**config.mk**
```make
export PLATFORM = sky130hd
export DESIGN_NAME = state_byte_sreg_flat
export DESIGN_NICKNAME = d
export VERILOG_FILES = /design/src/rtl/state_byte_sreg_if.sv /design/src/rtl/state_byte_sreg.sv /design/src/flat_wrapper.sv
export SDC_FILE = /design/constraint.sdc
export NUM_CORES = 1
export LEC_CHECK = 0
export CORE_ASPECT_RATIO = 0.9
export CORE_MARGIN = 3
export CORE_UTILIZATION = 35
export CTS_BUF_LIST = sky130_fd_sc_hd__clkbuf_16
export CTS_CLUSTER_SIZE = 20
export DETAILED_ROUTE_END_ITERATION = 7
export PLACE_DENSITY_LB_ADDON = 0.12
export SETUP_SLACK_MARGIN = 0.05
export SYNTH_ARGS = -nofsm -noshare
export SYNTH_HDL_FRONTEND = slang
export SYNTH_SLANG_ARGS = --single-unit
```
**constraint.sdc**
```tcl
create_clock -name clk -period 13.8 [get_ports clk]
set_input_delay 2.76 -clock clk [delete_from_list [all_inputs] [get_ports clk]]
set_output_delay 2.76 -clock clk [all_outputs]
set_load 0.02 [all_outputs]
```
**src/rtl/state_byte_sreg_if.sv**
```systemverilog
// Byte-stream bundle for the masked AES state register: share-packed input
// bytes with valid/ready, and the share-packed state byte at index 0.
interface state_byte_sreg_if #(
    parameter int SHARES = 2
);
    logic [8*SHARES-1:0] din;
    logic                din_valid;
    logic                din_ready;
    logic [8*SHARES-1:0] dout;
    logic                dout_valid;

    // Upstream side: state-input mux feeding bytes, S-box datapath consuming them.
    modport master (
        output din,
        output din_valid,
        input  din_ready,
        input  dout,
        input  dout_valid
    );

    // Block side: the state register itself.
    modport slave (
        input  din,
        input  din_valid,
        output din_ready,
        output dout,
        output dout_valid
    );
endinterface

```
**src/rtl/state_byte_sreg.sv**
```systemverilog
// Byte-serial masked AES state register.
// New bytes enter at state index 15, index 0 feeds the masked S-box, and
// ShiftRows is applied in place in a single cycle. Each Boolean share lives
// in its own register bank and shares are never combined.
// Optional feature macro: STATE_SREG_PAR_OUT_EN adds the state_par port,
// a parallel view of every stored byte of every share.
module state_byte_sreg #(
    parameter int SHARES = 2,
    parameter int NBYTES = 16
) (
    input  logic       clk,
    input  logic       rst,
    input  logic       start,
    input  logic       clear,
    input  logic       sr_en,
    output logic [3:0] byte_cnt,
    output logic       full,
    state_byte_sreg_if.slave bus
`ifdef STATE_SREG_PAR_OUT_EN
    ,
    output logic [128*SHARES-1:0] state_par
`endif
);

    // The ShiftRows index mapping and the 4-bit byte counter assume a 16-byte state.
    generate
        if (NBYTES != 16) begin : g_bad_nbytes
            $error("state_byte_sreg: NBYTES must be 16");
        end
    endgenerate

    typedef enum logic [1:0] {
        IDLE = 2'd0,
        FILL = 2'd1,
        RUN  = 2'd2
    } state_t;

    state_t     state;
    logic       accept_en;
    logic       dout_valid_q;
    logic       do_sr;
    logic       do_shift;

    // st[k][i]: share k, state byte i = 4*col + row (column-major)
    logic [7:0] st [SHARES][NBYTES];

    // ShiftRows steals the cycle in RUN, so input is refused while sr_en is high.
    assign bus.din_ready  = accept_en && !((state == RUN) && sr_en);
    assign bus.dout_valid = dout_valid_q;

    assign do_sr    = !clear && (state == RUN) && sr_en;
    assign do_shift = !clear && bus.din_valid && bus.din_ready;

    // Control FSM: state, byte counter and registered status flags.
    always_ff @(posedge clk or posedge rst) begin
        if (rst) begin
            state        <= IDLE;
            byte_cnt     <= 4'd0;
            full         <= 1'b0;
            dout_valid_q <= 1'b0;
            accept_en    <= 1'b0;
        end else if (clear) begin
            state        <= IDLE;
            byte_cnt     <= 4'd0;
            full         <= 1'b0;
            dout_valid_q <= 1'b0;
            accept_en    <= 1'b0;
        end else begin
            case (state)
                IDLE: begin
                    if (start) begin
                        state     <= FILL;
                        byte_cnt  <= 4'd0;
                        accept_en <= 1'b1;
                    end
                end
                FILL: begin
                    if (do_shift) begin
                        byte_cnt <= byte_cnt + 4'd1;
                        if (byte_cnt == 4'd15) begin
                            state        <= RUN;
                            full         <= 1'b1;
                            dout_valid_q <= 1'b1;
                        end
                    end
                end
                RUN: begin
                    if (do_shift) begin
                        byte_cnt <= byte_cnt + 4'd1;
                    end
                end
                default: begin
                    state        <= IDLE;
                    byte_cnt     <= 4'd0;
                    full         <= 1'b0;
                    dout_valid_q <= 1'b0;
                    accept_en    <= 1'b0;
                end
            endcase
        end
    end

    // State storage: ShiftRows in place, or shift one byte toward index 0.
    always_ff @(posedge clk or posedge rst) begin
        if (rst) begin
            for (int k = 0; k < SHARES; k++) begin
                for (int i = 0; i < NBYTES; i++) begin
                    st[k][i] <= 8'h00;
                end
            end
        end else if (do_sr) begin
            for (int k = 0; k < SHARES; k++) begin
                for (int c = 0; c < 4; c++) begin
                    for (int r = 0; r < 4; r++) begin
                        st[k][4*c+r] <= st[k][4*((c+r)%4)+r];
                    end
                end
            end
        end else if (do_shift) begin
            for (int k = 0; k < SHARES; k++) begin
                for (int i = 0; i < NBYTES-1; i++) begin
                    st[k][i] <= st[k][i+1];
                end
                st[k][NBYTES-1] <= bus.din[8*k +: 8];
            end
        end
    end

    // Output byte is wired straight from the index-0 registers of each share.
    always_comb begin
        bus.dout = '0;
        for (int k = 0; k < SHARES; k++) begin
            bus.dout[8*k +: 8] = st[k][0];
        end
    end

`ifdef STATE_SREG_PAR_OUT_EN
    // Parallel view of the stored state, share k byte i at [128k+8i +: 8].
    always_comb begin
        state_par = '0;
        for (int k = 0; k < SHARES; k++) begin
            for (int i = 0; i < NBYTES; i++) begin
                state_par[128*k + 8*i +: 8] = st[k][i];
            end
        end
    end
`endif

endmodule

```
**src/flat_wrapper.sv**
```systemverilog
// flat-port wrapper written by rule: the top's interface ports become plain ports
module state_byte_sreg_flat 
#(
    parameter int SHARES = 2,
    parameter int NBYTES = 16
)
  (clk, rst, start, clear, sr_en, byte_cnt, full, bus_din, bus_din_valid, bus_din_ready, bus_dout, bus_dout_valid);
  state_byte_sreg_if #(.SHARES(SHARES)) bus_i ();
  input  logic clk;
  input  logic rst;
  input  logic start;
  input  logic clear;
  input  logic sr_en;
  output logic [3:0] byte_cnt;
  output logic full;
  input wire logic [$bits(bus_i.din)-1:0] bus_din;
  input wire logic [$bits(bus_i.din_valid)-1:0] bus_din_valid;
  output wire logic [$bits(bus_i.din_ready)-1:0] bus_din_ready;
  output wire logic [$bits(bus_i.dout)-1:0] bus_dout;
  output wire logic [$bits(bus_i.dout_valid)-1:0] bus_dout_valid;
  assign bus_i.din = bus_din;
  assign bus_i.din_valid = bus_din_valid;
  assign bus_din_ready = bus_i.din_ready;
  assign bus_dout = bus_i.dout;
  assign bus_dout_valid = bus_i.dout_valid;
  state_byte_sreg #(.SHARES(SHARES), .NBYTES(NBYTES)) u_core (.clk(clk), .rst(rst), .start(start), .clear(clear), .sr_en(sr_en), .byte_cnt(byte_cnt), .full(full), .bus(bus_i));
endmodule
```
==> summary.txt, run 1 <==
Outcome
  • Status: completed

Setup path
  • Crit path launch type: input pin
  • Worst Path Max Fanout: 5
  • CP Class: input pin to primary output
  • Worst setup EP type: primary output
  • Worst path arrival time: 4140 ps
  • WP data required: 11,040 ps

Yosys
  • Share of the synthesized area in the top cell type: 59.9%
  • Netlist Area Pre-Place: 11,000 um^2
  • Cells after Synth: 1,045
  • Synthesized Nets: 1,071
  • Synth area leaders: dfrtp_1 60%, nand2_1 13%, a22oi_1 13%
  • Avg Inst Size Synth: 10.6 um^2
  • Flops & latches, synth: 264
  • Cell accounting for the most synthesized area: dfrtp_1
  • Top-count cell post-synth: nand2_1
  • Synth Flop Type: dfrtp_1
  • Synth top cells by count: 387 x nand2_1, 264 x dfrtp_1, 192 x a22oi_1
  • Seq/Total Area, Yosys: 59.9%
  • EDFF count, synth: 0
  • Ys async rst share: 100%
  • Synth cell types: 35
  • Synth Warn #: 0

Worst hold path
  • Worst hold path type: register to register

Timing
  • Final Hold Viols: 0
  • Slew headroom: 31.1%
  • Final Cycle Share: 50.0%
  • Max Freq: 145 MHz
  • RSZ-0062 raised after global routing: false
  • Final TNS setup: 0 ps
  • Final setup viols: 0
  • Skew final: 16.2 ps
  • Period minus WS final: 6900 ps
  • Tightest Pin Transition: 1030 ps
  • Final Slew Violations: 0

Global route
  • GRT Total Usage: 13.8%
  • Vias in the first global route: 7,487
  • Global-route wire length before repair: 39,100 um
  • Initial antenna violation count: 0
  • Grt total ovfl: 0
  • Largest net degree at the start of global routing: 97

Clock tree
  • PostCTS Resize Cnt: 0
  • Clk root buf: clkbuf_16
  • CTS clk-pin slew, worst paths: 50 ps
  • # H-tree levels: 1
  • Clock Tree Buf Depth: 3
  • Num CTS Buffers: 29
  • Clock latency on the worst-skew pair: 540 ps
  • CTS tree: yes
  • CTS Hold Bufs: 0
  • Clock Sink Count: 264
  • Postcts setup bufs: 0

Drt
  • Drt pass-1 iters: 5
  • Starting DRC count in detailed routing: 471
  • Drt wl/cell: 15.3 um
  • Via Count: 7,414
  • Post-Route WL: 22,600 um
  • Residual DRC count: 0
  • Routed Antenna Nets: 0
  • Via-to-Cell Ratio: 5.03

Placed design
  • IO buf count: 44
  • Hpwl dp: 12,500 um
  • Final GP Congestion: 0.766

Power
  • Peak VDD IR: 85.2 uV
  • Sw frac: 24.6%
  • P_leak: 6.45 nW
  • Gate power share: 6.5%
  • Pwr per Cell Area: 143 nW/um^2
  • Flop pwr share: 51.1%
  • Sw Pwr: 0.000441 W
  • Clock share of power: 42.4%
  • Cell internal pwr: 0.00135 W

Floorplanning
  • Total die area: 33,700 um^2
  • Core Area: 31,000 um^2
  • Std-Cell Rows: 61
  • Die width: 193 um
  • Initial Util: 35.6%
  • Die H: 174 um
  • IO Pins: 45

Finish
  • Share of cells above drive strength 1: 6.86%
  • Nets: 1,068
  • ANT cells: 0
  • Area Overhead vs Synth: 13.6%
  • Core Util, Final: 40.4%

Run
  • Max-cap viol count: 0
per-layer routing:
metal	up-vias	part of all wire, %	GRT usage [%]
met5	-	0	0
met4	0	2.0	2.86
met3	32	4.8	2.98
met2	107	42	19.1
met1	3690	52	21.9
li1	3585	-	-
critical path, stage by stage:
cell and delay, ps:
clkdlybuf4s50_1 440, a21bo_4 250, inv_2 80, clkdlybuf4s50_1 610
registers in the layout, summed over array words and instances (netlist names):
name and count:
u_core.accept_en 1, u_core.bus.dout 16, u_core.byte_cnt 4, u_core.full 1
u_core.st 240, u_core.state 2
layout make-up:
type | count | area (um^2)
Clock buffer | 29 | 726
Clock inverter | 24 | 210
Tap cell | 409 | 512
Fill cell | 3019 | 18500
Multi-Input combinational cell | 684 | 3920
Sequential cell | 264 | 6610
Timing Repair Buffer | 54 | 515
Inverter | 9 | 41.3
kinds of logic (layout without fill, tap and decap cells):
family	after synthesis	after routing	synth area share [%]
AND/OR/NAND/NOR	408	408	14.3
flip-flops	264	264	59.9
AO/OA/AOI/OAI	208	208	14.1
buffers and inverters	97	116	4.66
multiplexers	64	64	6.54
adder cells (fa/ha/maj)	4	4	0.454
worst paths after layout:
path / slack (ps) / from / cells past startpoint / to
min in group asynchronous: 2670 / rst / 2 / u_core.bus.dout[11]
max in group asynchronous: 9240 / rst / 4 / u_core.st[103]
worst max register to register: 9520 / u_core.state[0] / 8 / u_core.st[152]
worst min-delay path: 480 / u_core.st[30] / 1 / u_core.st[30]
worst min register to register: 480 / u_core.st[30] / 1 / u_core.st[30]
worst max-delay path: 6900 / sr_en / 4 / bus_din_ready
placed cells by master (no fill, tap or decap), drive strengths merged:
cell type | netlist | layout
buf | 75 | 10
or4 | 1 | 1
bufinv | 0 | 4
mux2 | 64 | 64
nor2 | 3 | 3
o21ai | 3 | 3
nand2 | 387 | 387
o31ai | 1 | 1
dfrtp | 264 | 264
or3b | 1 | 1
a31o | 1 | 1
a22oi | 192 | 192
nand4 | 1 | 1
clkinvlp | 0 | 1
clkbuf | 13 | 29
o32ai | 1 | 1
nand3 | 3 | 3
a21bo | 1 | 1
nor3 | 5 | 5
a211oi | 1 | 1
inv | 9 | 16
nand2b | 1 | 1
clkinv | 0 | 12
a31oi | 3 | 3
a21oi | 4 | 4
ha | 4 | 4
o311a | 1 | 1
and3 | 1 | 1
or3 | 1 | 1
and2 | 3 | 3
nor2b | 1 | 1
clkdlybuf4s50 | 0 | 44
stage by stage:
step	total power (W)	instances	worst slack [ps]	hold WS [ps]	instance area (um^2)
after floorplan	0.00100	1045	3770	459	11000
after global placement	0.00105	1420	6920	468	11600
after detailed placement	0.00105	1420	6900	475	11600
after CTS	0.00183	1473	6900	488	12500
after global routing	0.00189	1473	6860	501	12500
final	0.00179	1473	6900	484	12500
power by group through the flow:
stage	clock (W)	combinational, W	sequential (W)
floorplan	0	0.0000951	0.000907
global placement	0	0.000118	0.000931
detailed placement	0	0.000121	0.000930
CTS	0.000790	0.000121	0.000918
global route	0.000819	0.000141	0.000929
finish	0.000761	0.000117	0.000918
Note: power is estimated with default switching activity, not from simulation.
==> run 2: changes to the inputs <==
Clock period 13.8 ns to 5.9 ns, I/O delays scaled along.
==> run 2 against run 1 <==
- total power grew 130%
- hold slack lost 3.7 ps
- register-to-register slack lost 6300 ps
- clock skew shrank 6.3 ps
- largest cell class unchanged
- largest power group unchanged
- highest routed layer unchanged
==> summary.txt, run 2 (same netlist as run 1, synthesis figures left out) <==
Finish
  • Top reg by flops: u_core.st
  • ANT cells: 0
  • Post-route cell area: 12,500 um^2
  • Share of cells above drive strength 1: 6.58%
  • Commonest non-fill, non-tap cell in the layout: nand2_1
  • Fillcell total: 3,052
  • Max reg flops: 240
  • Most frequent cells in the layout: 387 x nand2_1, 264 x dfrtp_1, 192 x a22oi_1
  • Nets: 1,070
  • Area Overhead vs Synth: 13.4%

Drt
  • Drt wl/cell: 15.5 um
  • Residual DRC count: 0
  • Routed Antenna Nets: 0
  • Via Count: 7,340
  • Starting DRC count in detailed routing: 565
  • Post-Route WL: 22,800 um
  • Via-to-Cell Ratio: 4.98
  • Drt pass-1 iters: 5

Clock tree
  • # H-tree levels: 1
  • Clock Tree Buf Depth: 3
  • Postcts setup bufs: 0
  • Clock latency on the worst-skew pair: 540 ps
  • CTS clk-pin slew, worst paths: 50 ps
  • Num CTS Buffers: 31
  • PostCTS Resize Cnt: 0
  • CTS Hold Bufs: 0
  • CTS tree: yes
  • Clk root buf: clkbuf_16
  • Clock Sink Count: 264

Timing
  • Period minus WS final: 3740 ps
  • Setup WS post-layout: 2160 ps
  • Final setup viols: 0
  • Slew headroom: 32.8%
  • Skew final: 9.99 ps
  • Max Freq: 267 MHz
  • RSZ-0062 raised after global routing: false
  • Tightest Pin Transition: 1010 ps
  • Final Slew Violations: 0
  • Final TNS setup: 0 ps
  • Final Cycle Share: 63.4%
  • Final Hold Viols: 0

Setup path
  • Reg2Reg Capture Point: u_core.st[178]
  • Reg2Reg Depth: 7
  • Crit path launch type: input pin
  • CP Class: input pin to primary output
  • Worst Path Max Fanout: 5
  • Worst path arrival time: 2560 ps
  • Worst setup EP type: primary output
  • FF-to-FF Start: u_core.state[0]
  • CP endpoint: bus_din_ready
  • Critical Path Source: sr_en
  • R2R Setup Slk: 3200 ps
  • WP data required: 4720 ps

Global route
  • GRT Total Usage: 13.7%
  • Initial antenna violation count: 0
  • Grt total ovfl: 0
  • Global-route wire length before repair: 38,700 um
  • Largest net degree at the start of global routing: 193
  • Vias in the first global route: 7,260

Floorplanning
  • Std-Cell Rows: 61
  • Initial Util: 35.6%
  • Total die area: 33,700 um^2
  • Die width: 193 um
  • IO Pins: 45
  • Die H: 174 um
  • Core Area: 31,000 um^2

Power
  • Pwr per Cell Area: 326 nW/um^2
  • Peak VDD IR: 198 uV
  • P_leak: 6.43 nW

Worst hold path
  • Worst hold path type: register to register

Run
  • Max-cap viol count: 0

Placed design
  • Area post-placement: 11,600 um^2
  • IO buf count: 44
  • Post-placement setup slack: 2120 ps
  • Final GP Congestion: 0.775
  • Hpwl dp: 12,300 um

Outcome
  • Status: completed
run 2: worst min-delay path by stage:
stage / start / to / slack (ps) / depth (start not counted)
floorplan: u_core.st[159] / u_core.st[159] / 460 / 1
global placement: u_core.st[159] / u_core.st[159] / 470 / 1
detailed placement: u_core.bus.dout[11] / u_core.bus.dout[11] / 470 / 1
CTS: u_core.bus.dout[11] / u_core.bus.dout[11] / 490 / 1
global route: u_core.st[91] / u_core.st[91] / 490 / 1
finish: u_core.bus.dout[13] / u_core.bus.dout[13] / 480 / 1
run 2: stage by stage:
| step | utilization, % | total power, W | std cells | hold slack (ps) |
|---|---|---|---|---|
| 2_1_floorplan | - | 0.00235 | 1045 | 459 |
| 3_3_place_gp | 37.6 | 0.00246 | 1420 | 467 |
| 3_5_place_dp | 37.6 | 0.00246 | 1420 | 474 |
| 4_1_cts | 40.4 | 0.00415 | 1473 | 487 |
| 5_1_grt | 40.4 | 0.00430 | 1473 | 494 |
| 6_report | 40.4 | 0.00408 | 1473 | 480 |
run 2: area by class of cell:
type	count	area (um^2)	area share, %
well taps	409	512	4.09
clock inverters	22	90.1	0.720
flip-flops and latches	264	6610	52.8
clock buffers	31	776	6.20
repair buffers	54	566	4.52
multi-input cells	684	3920	31.3
inverters	9	37.5	0.300
run 2: critical path, cell delays in order:
cell and delay (ps):
clkdlybuf4s50_1 440, a21bo_4 250, inv_2 90, clkdlybuf4s50_1 610
run 2: report_power, final:
part           switching, W  internal (W)
combinational      0.000163      0.000113
sequential         0.000153       0.00200
clock              0.000718      0.000936
total               0.00103       0.00304
run 2: layer usage:
layer / part of all wire, % / track usage, % / up-vias
met5: 0 / 0 / -
met3: 3.9 / 2.52 / 36
met2: 41 / 18.3 / 93
li1: - / - / 3591
met4: 1.8 / 3.22 / 0
met1: 54 / 22.6 / 3620
